[config.mk]
export PLATFORM = sky130hd
export DESIGN_NAME = pipeline_hazard_ctrl
export DESIGN_NICKNAME = d
export VERILOG_FILES = /design/src/rtl/mips_pipe_pkg.sv /design/src/rtl/load_use_detect.sv /design/src/rtl/pipeline_hazard_ctrl.sv
export SDC_FILE = /design/constraint.sdc
export NUM_CORES = 1
export LEC_CHECK = 0
export CAP_MARGIN = 10
export CELL_PAD_IN_SITES_DETAIL_PLACEMENT = 0
export CELL_PAD_IN_SITES_GLOBAL_PLACEMENT = 2
export CORE_MARGIN = 8
export CORE_UTILIZATION = 32
export DETAILED_ROUTE_END_ITERATION = 12
export GPL_TIMING_DRIVEN = 0
export PLACE_DENSITY_LB_ADDON = 0.12
export RECOVER_POWER = 25
export SYNTH_ARGS = -nofsm -noshare
export SYNTH_HDL_FRONTEND = slang
export SYNTH_SLANG_ARGS = --single-unit
[constraint.sdc]
create_clock -name clk -period 5.55 [get_ports clk]
set_input_delay 0.555 -clock clk [delete_from_list [all_inputs] [get_ports clk]]
set_output_delay 0.555 -clock clk [all_outputs]
set_load 0.02 [all_outputs]
[src/rtl/mips_pipe_pkg.sv]
// Shared definitions for the 5-stage MIPS pipeline control blocks.
//   hz_state_t : hazard sequencer states (RUN, MEM_WAIT, HALT)
//   REG_W      : register-index width
//   ZERO_REG   : hard-wired zero register index (never a real dependency)
package mips_pipe_pkg;

  localparam int unsigned REG_W = 5;

  localparam logic [REG_W-1:0] ZERO_REG = '0;

  typedef enum logic [1:0] {
    RUN      = 2'd0,
    MEM_WAIT = 2'd1,
    HALT     = 2'd2
  } hz_state_t;

endpackage

[src/rtl/load_use_detect.sv]
// Combinational load-use hazard detector.
// Flags a hazard when the instruction in EX is a load whose destination (ex_rt)
// is read by the instruction in decode. Register 0 never creates a hazard.
//   id_rs, id_rt  : source fields of the decode instruction
//   id_uses_rt    : decode instruction actually reads rt
//   ex_mem_read   : EX instruction is a load
//   ex_rt         : load destination held in ID/EX
//   hazard        : one-bubble stall required
module load_use_detect #(
  parameter int unsigned REG_W = mips_pipe_pkg::REG_W
) (
  input  logic [REG_W-1:0] id_rs,
  input  logic [REG_W-1:0] id_rt,
  input  logic             id_uses_rt,
  input  logic             ex_mem_read,
  input  logic [REG_W-1:0] ex_rt,
  output logic             hazard
);
  import mips_pipe_pkg::*;

  logic rs_match;
  logic rt_match;

  always_comb begin
    rs_match = (ex_rt == id_rs);
    rt_match = id_uses_rt && (ex_rt == id_rt);
    hazard   = ex_mem_read && (ex_rt != REG_W'(ZERO_REG)) && (rs_match || rt_match);
  end

endmodule

[src/rtl/pipeline_hazard_ctrl.sv]
// Central stall/flush sequencer for the 5-stage MIPS pipeline.
// Drives PC / IF/ID / ID/EX / EX/MEM enables and bubble controls.
// Priority within a cycle: memory freeze > control flush > load-use bubble.
// Outputs are Mealy (state + current inputs) so no latency is added to the pipe.
//   clk, rst_n           : clock, async active-low reset
//   id_rs/id_rt/id_uses_rt, ex_mem_read/ex_rt : load-use detection inputs
//   ex_branch_taken, ex_jump                  : control transfer resolved in EX
//   mem_access, mem_ready                     : data-memory handshake
//   pc_en, ifid_en, ifid_flush, idex_en, idex_flush, exmem_en : pipe controls
//   timeout_err          : sticky, set when memory never answers
//   stall_count, flush_count : saturating performance counters
module pipeline_hazard_ctrl #(
  parameter int unsigned REG_W    = mips_pipe_pkg::REG_W,
  parameter int unsigned MAX_WAIT = 16,
  parameter int unsigned CNT_W    = 16
) (
  input  logic             clk,
  input  logic             rst_n,
  input  logic [REG_W-1:0] id_rs,
  input  logic [REG_W-1:0] id_rt,
  input  logic             id_uses_rt,
  input  logic             ex_mem_read,
  input  logic [REG_W-1:0] ex_rt,
  input  logic             ex_branch_taken,
  input  logic             ex_jump,
  input  logic             mem_access,
  input  logic             mem_ready,
  output logic             pc_en,
  output logic             ifid_en,
  output logic             ifid_flush,
  output logic             idex_en,
  output logic             idex_flush,
  output logic             exmem_en,
  output logic             timeout_err,
  output logic [CNT_W-1:0] stall_count,
  output logic [CNT_W-1:0] flush_count
);
  import mips_pipe_pkg::*;

  localparam logic [7:0] WAIT_LAST = 8'(MAX_WAIT - 1);

  hz_state_t  state;
  logic [7:0] wait_cnt;
  // Set on the first clock edge after reset release; keeps every control
  // output low until then, so the pipe starts on a clean edge.
  logic       live;

  logic lu_hazard;
  logic freeze;
  logic ctrl_flush;
  logic lu_stall;

  load_use_detect #(.REG_W(REG_W)) u_lud (
    .id_rs       (id_rs),
    .id_rt       (id_rt),
    .id_uses_rt  (id_uses_rt),
    .ex_mem_read (ex_mem_read),
    .ex_rt       (ex_rt),
    .hazard      (lu_hazard)
  );

  always_comb begin
    freeze     = 1'b0;
    ctrl_flush = 1'b0;
    lu_stall   = 1'b0;
    pc_en      = 1'b0;
    ifid_en    = 1'b0;
    ifid_flush = 1'b0;
    idex_en    = 1'b0;
    idex_flush = 1'b0;
    exmem_en   = 1'b0;

    if (live && (state != HALT)) begin
      if (state == MEM_WAIT) freeze = !mem_ready;
      else                   freeze = mem_access && !mem_ready;

      if (!freeze) begin
        pc_en    = 1'b1;
        ifid_en  = 1'b1;
        idex_en  = 1'b1;
        exmem_en = 1'b1;
        // A branch captured while frozen is still in ID/EX, so it flushes
        // here on the release cycle and masks any load-use bubble.
        if (ex_branch_taken || ex_jump) begin
          ctrl_flush = 1'b1;
          ifid_flush = 1'b1;
          idex_flush = 1'b1;
        end else if (lu_hazard) begin
          lu_stall   = 1'b1;
          pc_en      = 1'b0;
          ifid_en    = 1'b0;
          idex_flush = 1'b1;
        end
      end
    end
  end

  always_ff @(posedge clk or negedge rst_n) begin
    if (!rst_n) begin
      live        <= 1'b0;
      state       <= RUN;
      wait_cnt    <= '0;
      timeout_err <= 1'b0;
      stall_count <= '0;
      flush_count <= '0;
    end else begin
      live <= 1'b1;
      if (live) begin
        unique case (state)
          RUN: begin
            if (freeze) begin
              state    <= MEM_WAIT;
              wait_cnt <= 8'd1;
            end
          end
          MEM_WAIT: begin
            if (mem_ready) begin
              state    <= RUN;
              wait_cnt <= '0;
            end else if (wait_cnt == WAIT_LAST) begin
              state       <= HALT;
              timeout_err <= 1'b1;
            end else begin
              wait_cnt <= wait_cnt + 8'd1;
            end
          end
          HALT: begin
            state <= HALT;
          end
          default: begin
            state <= RUN;
          end
        endcase

        if ((freeze || lu_stall) && (stall_count != '1))
          stall_count <= stall_count + 1'b1;
        if (ctrl_flush && (flush_count != '1))
          flush_count <= flush_count + 1'b1;
      end
    end
  end

endmodule

==> Word level (Yosys, flattened, before mapping) <==
Index checks and enable logic that the tools add are counted.
{ "word_totals": {"mem_count": 0, "register_bits": 44, "word_cells": 67, "latch_bits": 0, "mem_bits_rw": 0, "mem_bits_ro": 0} }
{ "classes": {"shifts": 0, "n_mul": 0, "n_addsub": 3, "reduce_logical": 19, "mux": 27, "bitwise": 1, "eq_ne": 11, "n_div": 0, "order_cmp": 0} }
{ "ops": {"columns": ["cell", "count"], "rows": [
  ["$add 16x1->16 const B", 2],
  ["$ne 16x16->1 const B", 2],
  ["$mux 8", 3],
  ["$mux 1", 19],
  ["$pmux 8 s2", 1],
  ["$eq 5x5->1", 2],
  ["$add 8x1->8 const B", 1],
  ["$eq 8x4->1 const B", 1],
  ["$reduce_and 4->1", 2],
  ["$logic_and 1x1->1", 7],
  ["$mux 2", 3],
  ["$pmux 2 s3", 1],
  ["$reduce_bool 5->1", 1],
  ["$ne 2x2->1 const B", 2],
  ["$reduce_and 2->1", 2],
  ["$logic_or 1x1->1", 3],
  ["$ne 3x2->1 const B", 1],
  ["$ne 3x3->1 const B", 1],
  ["$reduce_and 3->1", 1],
  ["$eq 2x1->1 const B", 1],
  ["$eq 2x2->1 const B", 1],
  ["$logic_not 2->1", 1],
  ["$reduce_bool 2->1", 1],
  ["$logic_not 1->1", 1],
  ["$not 1->1", 1]
]} }

==> Logic depth before layout (Yosys ltp) <==
Gate-level depths: netlist of the first run.
{ "depth": {"word_depth": 11, "depth_mapped": 8, "ltp_nobuf": 7} }

==> Modules after synthesis <==
From an unflattened synthesis of the first run, not the netlist that was laid out.
{ "hier_totals": {"cells_unflattened": 246, "area_unflattened_um2": 2401.1} }
{ "by_module_without_submodules": {"columns": ["module", "seq_area_each_um2", "n_inst", "cells_per_inst", "area_per_inst_um2"], "rows": [
  ["pipeline_hazard_ctrl", 1101.1, 1, 229, 2268.4],
  ["load_use_detect", 0.0, 1, 17, 132.6]
]} }

==> Least setup slack after synthesis of the first run <==
OpenSTA, ideal clock, no wires.
{ "synth_path": {"path_kind": "input to output", "startpoint": "in ex_rt[1]", "endpoint": "out pc_en", "t_arrival_ns": 1.907, "path_stages": 5, "n_path_buf": 1, "required_time_ns": 4.995, "setup_slack_ns": 3.088, "path_cell_list": "or4_1 o211ai_1 nor3_1 nor2_1 buf_4"} }
{ "synth_between": {"elab_chain_cells": 8} }
{ "synth_rtl": {"columns": ["element", "line_no", "rtl"], "rows": [
  ["start, declared", "pipeline_hazard_ctrl.sv:23", "input logic [REG_W-1:0] ex_rt,"],
  ["$eq 5x5->1", "load_use_detect.sv:26", "rt_match = id_uses_rt && (ex_rt == id_rt);"],
  ["$logic_and 1x1->1", "load_use_detect.sv:26", null],
  ["$logic_or 1x1->1", "load_use_detect.sv:27", "hazard = ex_mem_read && (ex_rt != REG_W'(ZERO_REG)) && (rs_match || rt_match);"],
  ["$logic_and 1x1->1 (*)", "load_use_detect.sv:27", null],
  ["$mux 1 (*) (4 in series)", null, null],
  ["end, declared", "pipeline_hazard_ctrl.sv:28", "output logic pc_en,"]
]} }
Mark *: on every way between the ends. The rest lies on a longest branch, timed or not.

==> Final worst setup path of the first run <==
{ "layout_path": {"startpoint": "in ex_rt[1]", "endpoint": "out pc_en"} }
{ "layout_between": {"elab_chain_cells": 8} }
{ "layout_rtl": {"columns": ["element", "line_no", "rtl"], "rows": [
  ["$eq 5x5->1", "load_use_detect.sv:26", null],
  ["$logic_and 1x1->1", "load_use_detect.sv:26", null],
  ["$logic_or 1x1->1", "load_use_detect.sv:27", null],
  ["$logic_and 1x1->1 (*)", "load_use_detect.sv:27", null],
  ["$mux 1 (*)", "pipeline_hazard_ctrl.sv:88", "end else if (lu_hazard) begin"],
  ["$mux 1 (*)", "pipeline_hazard_ctrl.sv:84", "if (ex_branch_taken || ex_jump) begin"],
  ["$mux 1 (*)", "pipeline_hazard_ctrl.sv:77", "if (!freeze) begin"],
  ["$mux 1 (*)", "pipeline_hazard_ctrl.sv:73", "if (live && (state != HALT)) begin"]
]} }
Marked as above.

==> key figures, run 1 <==
Detailed routing
  – DR DRC count: 0
  – Total number of vias: 1846
  – First-pass DRT Iterations: 4
  – Routed wire length: 5.62 mm
  – Routed met2 length: 2.73 mm
  – Top layer in use: met4
  – Wire length on met1: 2.57 mm
  – Vias/cell: 4.66
  – Detail Route Antenna Nets: 0
  – DRC marker count from the first detailed-route iteration: 62
  – WL/cell: 14.2 µm
  – Met3 Wirelength: 259 µm

CTS
  – TritonCTS clock tree: done
  – Clk slew on worst S/H paths: 0.08 ns
  – Root Buffer: clkbuf_8
  – CTS H-Tree Depth: 2
  – CTS Hold Bufs: 0
  – CTS max path bufs: 2
  – CTS buffer count: 5
  – Clk sink count: 44
  – Clk_lat worst skew: 0.29 ns
  – Post-CTS Setup Repair Bufs: 0
  – Post-CTS sizing: 0

Setup path
  – R2R setup slack: 3.52 ns
  – Crit-path leading delay family: buffers and inverters
  – Worst reg2reg path startpoint: stall_count[8]
  – CP Capture Type: output port
  – Nature of the critical path startpoint: primary input
  – Crit path cell chain: clkdlybuf4s50_1 -> or4_1 -> o211ai_1 -> nor3_1 -> nor2_1 -> buf_4 -> clkdlybuf4s50_1
  – Arrival time at the worst endpoint: 2.79 ns
  – Req. time, crit path: 4.99 ns
  – CP bufs+invs: 3
  – Largest fanout on the critical path: 3
  – Reg2Reg Depth: 7
  – Crit Reg-Reg Endpoint: stall_count[4]
  – Crit. path cell count: 7
  – Crit-path slowest cell: or4_1
  – CP max stage delay: 0.61 ns
  – Setup CP Type: primary input to output port
  – Cell mode on critical path: clkdlybuf4s50_1

Job
  – Maxcap violations: 0

Synth
  – Post-synthesis mux area share: 0.972%
  – Synthesis-stage register bit count: 44
  – Compound-gate portion of the synthesized area: 7.02%
  – Synth Area in Simple Gates: 22.9%
  – Post-Syn Instances: 229
  – Post-Synth XOR/XNOR Area: 17.0%
  – Synth Cell Area: 2320 µm²
  – Ys Warns: 0
  – Syn nets: 255
  – Post-synthesis sequential area ratio: 47.5%
  – Syn Area/Cell: 10.1 µm²
  – Synth cell types: 39
  – Largest family of logic cells by synthesized area: simple AND/OR/NAND/NOR gates
  – Post-synthesis adder-cell area fraction: 1.62%

Placed design
  – PortBufs: 60
  – RePlAce Congestion: 0.778
  – Area after DPL: 3060 µm²
  – DP HPWL: 4.31 mm

STA
  – Rel. slew slack: 4.81%
  – Slew Viols, Final: 0
  – # setup viols final: 0
  – Post-route setup TNS: 0 ns
  – Tmin final: 3.34 ns
  – RSZ-0062 raised after global routing: false
  – Final Cycle Share: 60.2%
  – Final clock skew: 0.00710 ns
  – Worst-margin pin slew: 1.43 ns
  – Highest Clock Rate: 299 MHz
  – Final hold vios: 0

Final layout
  – Fin area: 3120 µm²
  – Nets@finish: 323
  – Most frequent cells in the layout: clkdlybuf4s50_1, dfrtp_1, xnor2_1
  – Layout cells sized above 1: 6.06%
  – Number of antenna diodes: 0
  – Commonest non-fill, non-tap cell in the layout: clkdlybuf4s50_1
  – Area Overhead vs Synth: 34.5%

Global route
  – Largest net degree at the start of global routing: 26
  – Grt ovf: 0
  – Antenna violations before repair: 0
  – Global-route wire length before repair: 9.49 mm
  – GRT Total Usage: 11.7%
  – Vias in the first global route: 1920

Die
  – Initial core utilization: 32.5%
  – Die H: 101 µm
  – Boundary Pins: 62
  – Site row count: 31
  – Die W: 101 µm
  – Die area: 10200 µm²
  – Core area: 7140 µm²

Power
  – Worst VDD drop: 0.211 mV
  – Total power: 0.979 mW
  – PD cells: 314 nW/µm²
  – Pleak: 1.29 nW

Run status
  – Outcome: finished clean

Min path
  – Worst hold-check path type: primary input to async pin
==> how the worst max path moves through the flow <==
stage | end | from
floorplan | pc_en | ex_rt[1]
global placement | pc_en | ex_rt[1]
detailed placement | pc_en | ex_rt[1]
CTS | pc_en | ex_rt[1]
global route | pc_en | ex_rt[0]
finish | pc_en | ex_rt[1]
==> stage by stage <==
step | hold slack, ns | cells | worst slack (ns) | util, %
2_1_floorplan | 0.259 | 229 | 3.09 | -
3_3_place_gp | 0.465 | 388 | 2.21 | 42.6
3_5_place_dp | 0.480 | 389 | 2.20 | 42.8
4_1_cts | 0.220 | 396 | 2.20 | 43.9
5_1_grt | 0.510 | 396 | 2.11 | 43.7
6_report | 0.441 | 396 | 2.21 | 43.7
==> area by class of cell <==
class	count	area [µm²]
sequential	44	1100
timing repair buffer	61	598
inverter	9	33.8
tap	99	124
buffer	4	30.0
fill	738	4020
multi-input combinational	172	1150
clock buffer	6	72.6
clock inverter	1	5.00
==> metal layers <==
metal  GRT usage (%)  up-vias
met2            19.0       31
met3            3.31        7
met4            4.01        0
li1                -      930
met5               0        -
met1            14.5      878
==> synth_stat cells (all sizes together) <==
master | n | area, µm²
and2b | 2 | 15.0
nand3 | 16 | 80.1
nor4 | 8 | 77.6
or2 | 2 | 12.5
a21oi | 5 | 36.3
conb | 1 | 3.75
dfrtp | 44 | 1100
or4 | 2 | 15.0
nor2 | 18 | 67.6
o211ai | 3 | 27.5
a21o | 3 | 22.5
o32ai | 1 | 8.76
a32o | 1 | 10.0
clkbuf | 1 | 3.75
a21boi | 1 | 7.51
nor3 | 12 | 60.1
o31ai | 2 | 15.0
buf | 3 | 26.3
nand4 | 11 | 68.8
and3 | 7 | 43.8
mux2 | 2 | 22.5
nand2 | 21 | 78.8
o21ai | 2 | 10.0
nand3b | 1 | 11.3
o21bai | 1 | 11.3
o21a | 1 | 7.51
xor2 | 16 | 140
inv | 9 | 33.8
xnor2 | 29 | 254
ha | 3 | 37.5
o22ai | 1 | 6.26
==> registers in the layout, summed over array words and instances, names as in the netlist <==
register / cells
state: 2
wait_cnt: 8
flush_count: 16
timeout_err: 1
stall_count: 16
live: 1
==> worst reg2reg max path: stages, from the launching register on <==
cell	delay, ns
dfrtp_1	0.44
nand4_1	0.20
nor4_1	0.45
nor3_1	0.14
a21oi_4	0.29
buf_6	0.20
nor2_1	0.07
xor2_1	0.14
==> cells by family after synthesis <==
logic type,after synthesis
compound gates,21
xor+xnor,45
fa+ha+maj,3
buf+inv,13
flops,44
mux,2
other cells,1
simple gates,100
==> where the power goes <==
group	switching (mW)	leakage, nW	internal (mW)	total [mW]
Combinational	0.165	0.690	0.165	0.330
Clock	0.106	0.0410	0.0858	0.192
Sequential	0.0787	0.564	0.378	0.457
(Power assumes the default switching activity.)
==> inputs of run 2 (changes only) <==
Settings changed: CORE_UTILIZATION 32 to 29.
Clock period 5.55 ns to 3.4 ns, I/O delays scaled along.
==> key figures, run 2 (same netlist as run 1, synthesis figures left out) <==
Setup path
  – Nature of the critical path startpoint: primary input
  – Crit-path slowest cell: clkdlybuf4s50_1
  – Largest fanout on the critical path: 4
  – Crit path cell chain: clkdlybuf4s50_1 -> xnor2_1 -> nand3_1 -> o22ai_1 -> o211ai_1 -> nor3_1 -> nor2_1 -> buf_4 -> clkdlybuf4s50_1
  – Req. time, crit path: 3.06 ns
  – CP Capture Type: output port
  – Cell mode on critical path: clkdlybuf4s50_1
  – CP max stage delay: 0.59 ns
  – Arrival time at the worst endpoint: 2.58 ns
  – CP bufs+invs: 3
  – R2R setup slack: 1.34 ns
  – Crit Reg-Reg Endpoint: wait_cnt[5]
  – Crit-path leading delay family: buffers and inverters
  – Setup CP Type: primary input to output port
  – Reg2Reg Depth: 6
  – Worst reg2reg path startpoint: wait_cnt[4]

Power
  – Worst VDD drop: 0.284 mV
  – PD cells: 542 nW/µm²
  – Pleak: 1.32 nW

STA
  – RSZ-0062 raised after global routing: false
  – Rel. slew slack: -17.4%
  – Slew Viols, Final: 38
  – Final hold vios: 0
  – # setup viols final: 0
  – Worst-margin pin slew: 1.76 ns
  – Tmin final: 2.92 ns
  – WHS: 0.470 ns
  – Final Cycle Share: 85.9%
  – Post-route setup TNS: 0 ns
  – Final clock skew: 0.0114 ns
  – Highest Clock Rate: 342 MHz

Die
  – Core area: 7730 µm²
  – Die H: 105 µm
  – Die area: 11100 µm²
  – Boundary Pins: 62
  – Die W: 105 µm
  – Initial core utilization: 30.0%
  – Site row count: 32

CTS
  – CTS H-Tree Depth: 2
  – Root Buffer: clkbuf_8
  – Clk sink count: 44
  – CTS max path bufs: 2
  – Clk_lat worst skew: 0.30 ns
  – Clk slew on worst S/H paths: 0.09 ns
  – Post-CTS Setup Repair Bufs: 0
  – TritonCTS clock tree: done
  – Post-CTS sizing: 0
  – CTS buffer count: 5

Final layout
  – Layout cells sized above 1: 6.69%
  – Area Overhead vs Synth: 37.5%
  – Most frequent cells in the layout: clkdlybuf4s50_1, dfrtp_1, xnor2_1
  – Commonest non-fill, non-tap cell in the layout: clkdlybuf4s50_1
  – Number of antenna diodes: 0
  – Biggest registers after layout: flush_count (16), stall_count (16), wait_cnt (8)
  – Filler cells: 776
  – Nets@finish: 324

Global route
  – Antenna violations before repair: 0
  – Largest net degree at the start of global routing: 38
  – GRT Total Usage: 10.7%
  – Grt ovf: 0
  – Global-route wire length before repair: 9.87 mm
  – Vias in the first global route: 1961

Min path
  – Min-delay src: timeout_err
  – Hold Path Sink: timeout_err
  – Worst hold-check path type: flip-flop to flip-flop
  – Hold Path Depth: 1

Detailed routing
  – WL/cell: 14.1 µm
  – Detail Route Antenna Nets: 0
  – Vias/cell: 4.68
  – Total number of vias: 1876
  – DRC marker count from the first detailed-route iteration: 110
  – First-pass DRT Iterations: 6
  – Routed wire length: 5.67 mm
  – DR DRC count: 0

Run status
  – Outcome: finished, violations left
  – Failing checks: max-capacitance violations, max-slew violations

Job
  – Maxcap violations: 1

Placed design
  – PortBufs: 60
  – DP HPWL: 4.38 mm
  – RePlAce Congestion: 0.709
-- run 2: where the power goes --
| part | switching, mW | total (mW) | leakage (nW) | internal (mW) |
|---|---|---|---|---|
| sequential | 0.124 | 0.742 | 0.564 | 0.618 |
| clock | 0.184 | 0.443 | 0.0645 | 0.260 |
| combinational | 0.272 | 0.542 | 0.696 | 0.270 |
| total | 0.580 | 1.73 | 1.32 | 1.15 |
-- run 2: metrics by stage --
stage / power [mW] / area, µm² / setup slack [ns] / instances / util (%)
global placement: 1.30 / 3040 / 0.463 / 391 / 39.4
floorplan: 1.03 / 2320 / 1.37 / 229 / -
CTS: 1.75 / 3200 / 0.452 / 401 / 41.4
global route: 1.84 / 3180 / 0.190 / 401 / 41.2
finish: 1.73 / 3180 / 0.480 / 401 / 41.2
detailed placement: 1.30 / 3060 / 0.457 / 392 / 39.6
-- run 2: worst register-to-register path, delay by kind of cell (launching register included) --
| family | cells | cell delay [ns] |
|---|---|---|
| and+or+nand+nor | 3 | 0.82 |
| AOI/OAI and AO/OA | 2 | 0.55 |
| xor gates and xnor gates | 1 | 0.16 |
| DFF | 1 | 0.42 |
-- run 2: area by class of cell --
cell class / count / area [µm²] / area share [%]
Multi-Input combinational cell: 172 / 1150 / 36.1
Sequential cell: 44 / 1100 / 34.6
Timing Repair Buffer: 62 / 614 / 19.3
Tap cell: 102 / 128 / 4.01
Clock buffer: 7 / 96.3 / 3.03
Inverter: 9 / 33.8 / 1.06
Clock inverter: 1 / 30.0 / 0.943
Buffer: 4 / 30.0 / 0.943
-- run 2: per-layer routing --
layer | vias up | share of wire [%] | GRT usage (%)
met3 | 5 | 3.9 | 2.86
met4 | 0 | 0.86 | 3.06
li1 | 936 | - | -
met2 | 32 | 47 | 17.4
met1 | 903 | 48 | 13.6
met5 | - | 0 | 0
-- run 2: worst max path at each step --
stage / startpoint / to / cells after the start
5_1_grt: rst_n / stall_count[6] / 3
6_report: ex_rt[0] / pc_en / 9
2_1_floorplan: ex_rt[1] / pc_en / 5
3_3_place_gp: ex_rt[0] / pc_en / 9
4_1_cts: ex_rt[0] / pc_en / 9
3_5_place_dp: ex_rt[0] / pc_en / 9
-- run 2: timing repair --
| item | in CTS | in global routing |
|---|---|---|
| hold buffers | 1 | 0 |
| endpoints found under the setup margin | 0 | 0 |
| hold endpoints to repair | 7 | 0 |
==> inputs of run 3 (changes only) <==
Settings changed: CORE_UTILIZATION 29 to 38, CTS_CLUSTER_DIAMETER set to 80, CTS_CLUSTER_SIZE set to 10, DONT_BUFFER_PORTS set to 1.
==> key figures, run 3 (same netlist as run 1, synthesis figures left out) <==
STA
  – # setup viols final: 0
  – Final hold vios: 0
  – WHS: 0.443 ns
  – Tmin final: 2.22 ns
  – Final clock skew: 0.00747 ns
  – RSZ-0062 raised after global routing: false
  – Final Cycle Share: 65.3%
  – Highest Clock Rate: 450 MHz
  – Slew Viols, Final: 0
  – Post-route setup TNS: 0 ns

CTS
  – Root Buffer: clkbuf_8
  – Post-CTS sizing: 0
  – Clk slew on worst S/H paths: 0.08 ns
  – Clk sink count: 44
  – Post-CTS Setup Repair Bufs: 0
  – CTS Hold Bufs: 2
  – Clk_lat worst skew: 0.29 ns
  – TritonCTS clock tree: done
  – CTS max path bufs: 2
  – CTS H-Tree Depth: 2
  – CTS buffer count: 5

Power
  – Pleak: 1.10 nW
  – PD cells: 586 nW/µm²
  – Worst VDD drop: 0.320 mV
  – Total power: 1.50 mW

Detailed routing
  – Routed wire length: 5.04 mm
  – Total number of vias: 1629
  – DRC marker count from the first detailed-route iteration: 43
  – First-pass DRT Iterations: 4
  – Detail Route Antenna Nets: 0
  – Vias/cell: 5.19
  – DR DRC count: 0
  – WL/cell: 16.1 µm

Global route
  – Largest net degree at the start of global routing: 45
  – Vias in the first global route: 1675
  – GRT Total Usage: 11.6%
  – Antenna violations before repair: 0
  – Global-route wire length before repair: 8.22 mm
  – Grt ovf: 0

Die
  – Die W: 94.1 µm
  – Die area: 8850 µm²
  – Core area: 5920 µm²
  – Die H: 94.1 µm
  – Boundary Pins: 62
  – Initial core utilization: 39.1%
  – Site row count: 28

Setup path
  – Setup CP Type: flip-flop to output port
  – Nature of the critical path startpoint: flip-flop
  – CP Capture Type: output port
  – Req. time, crit path: 3.06 ns
  – Arrival time at the worst endpoint: 1.88 ns
  – Largest fanout on the critical path: 8

Final layout
  – Biggest registers after layout: flush_count (16), stall_count (16), wait_cnt (8)
  – Layout cells sized above 1: 8.37%
  – Finished Layout Cells: 314
  – Nets@finish: 264
  – Commonest non-fill, non-tap cell in the layout: dfrtp_1
  – Filler cells: 566
  – Final Util: 43.2%
  – Most frequent cells in the layout: dfrtp_1, xnor2_1, nand2_1
  – Area Overhead vs Synth: 10.3%
  – Number of antenna diodes: 0

Job
  – Maxcap violations: 0

Placed design
  – PortBufs: 0
  – RePlAce Congestion: 0.738
  – Placed cells: 304
  – DP HPWL: 3.90 mm

Min path
  – Worst hold-check path type: primary input to flip-flop

Run status
  – Outcome: finished clean
## run 3: cell count changes in the layout (fill, tap and decap cells not counted), sizes merged
cell           previous run  this run
clkdlybuf4s50            59         0
clkbuf                    9         7
buf                       3         4
clkdlybuf4s25             1         0
clkinv                    0         1
## run 3: path summary, 6_finish.rpt
check / from / endpoint / slack (ns) / cells after the start
min reg2reg: wait_cnt[7] / wait_cnt[7] / 0.50 / 1
min: mem_access / state[0] / 0.44 / 3
min in group asynchronous: rst_n / wait_cnt[4] / 0.54 / 2
max reg2reg: stall_count[0] / stall_count[4] / 1.19 / 8
max: state[0] / pc_en / 1.18 / 5
max in group asynchronous: rst_n / state[0] / 2.64 / 2
## run 3: worst max-delay path, cell delays in order, from the launching register on
cell	delay (ns)
dfrtp_1	0.46
and2b_1	0.22
o21bai_2	0.18
nand2_1	0.11
nor2_1	0.39
buf_4	0.23
## run 3: area by class of cell
cell class	count	area (µm²)	area share (%)
Multi-Input combinational cell	172	1150	45.1
Buffer	4	30.0	1.18
Sequential cell	44	1100	43.1
Timing Repair Buffer	2	37.5	1.47
Clock buffer	6	72.6	2.84
Inverter	9	33.8	1.32
Clock inverter	2	35.0	1.37
Tap cell	75	93.8	3.67
## run 3: stage by stage
| step | setup WS (ns) | cell area (µm²) |
|---|---|---|
| 2_1_floorplan | 1.37 | 2320 |
| 3_3_place_gp | 1.16 | 2410 |
| 3_5_place_dp | 1.15 | 2410 |
| 4_1_cts | 1.14 | 2550 |
| 5_1_grt | 1.02 | 2550 |
| 6_report | 1.18 | 2550 |
## run 3: report_power, final
| group | leakage [nW] | total (mW) | internal, mW | switching (mW) |
|---|---|---|---|---|
| Clock | 0.0552 | 0.393 | 0.218 | 0.175 |
| Combinational | 0.482 | 0.257 | 0.121 | 0.135 |
| Sequential | 0.564 | 0.848 | 0.616 | 0.233 |
## run 3: metal layers
layer	GRT usage, %	routed length, µm	share of wire [%]	vias to the layer above
met5	0	0	0	-
met4	3.57	30	0.60	0
met3	4.96	447	8.9	2
met2	19.5	2460	49	48
met1	13.1	2100	42	772
li1	-	-	-	807
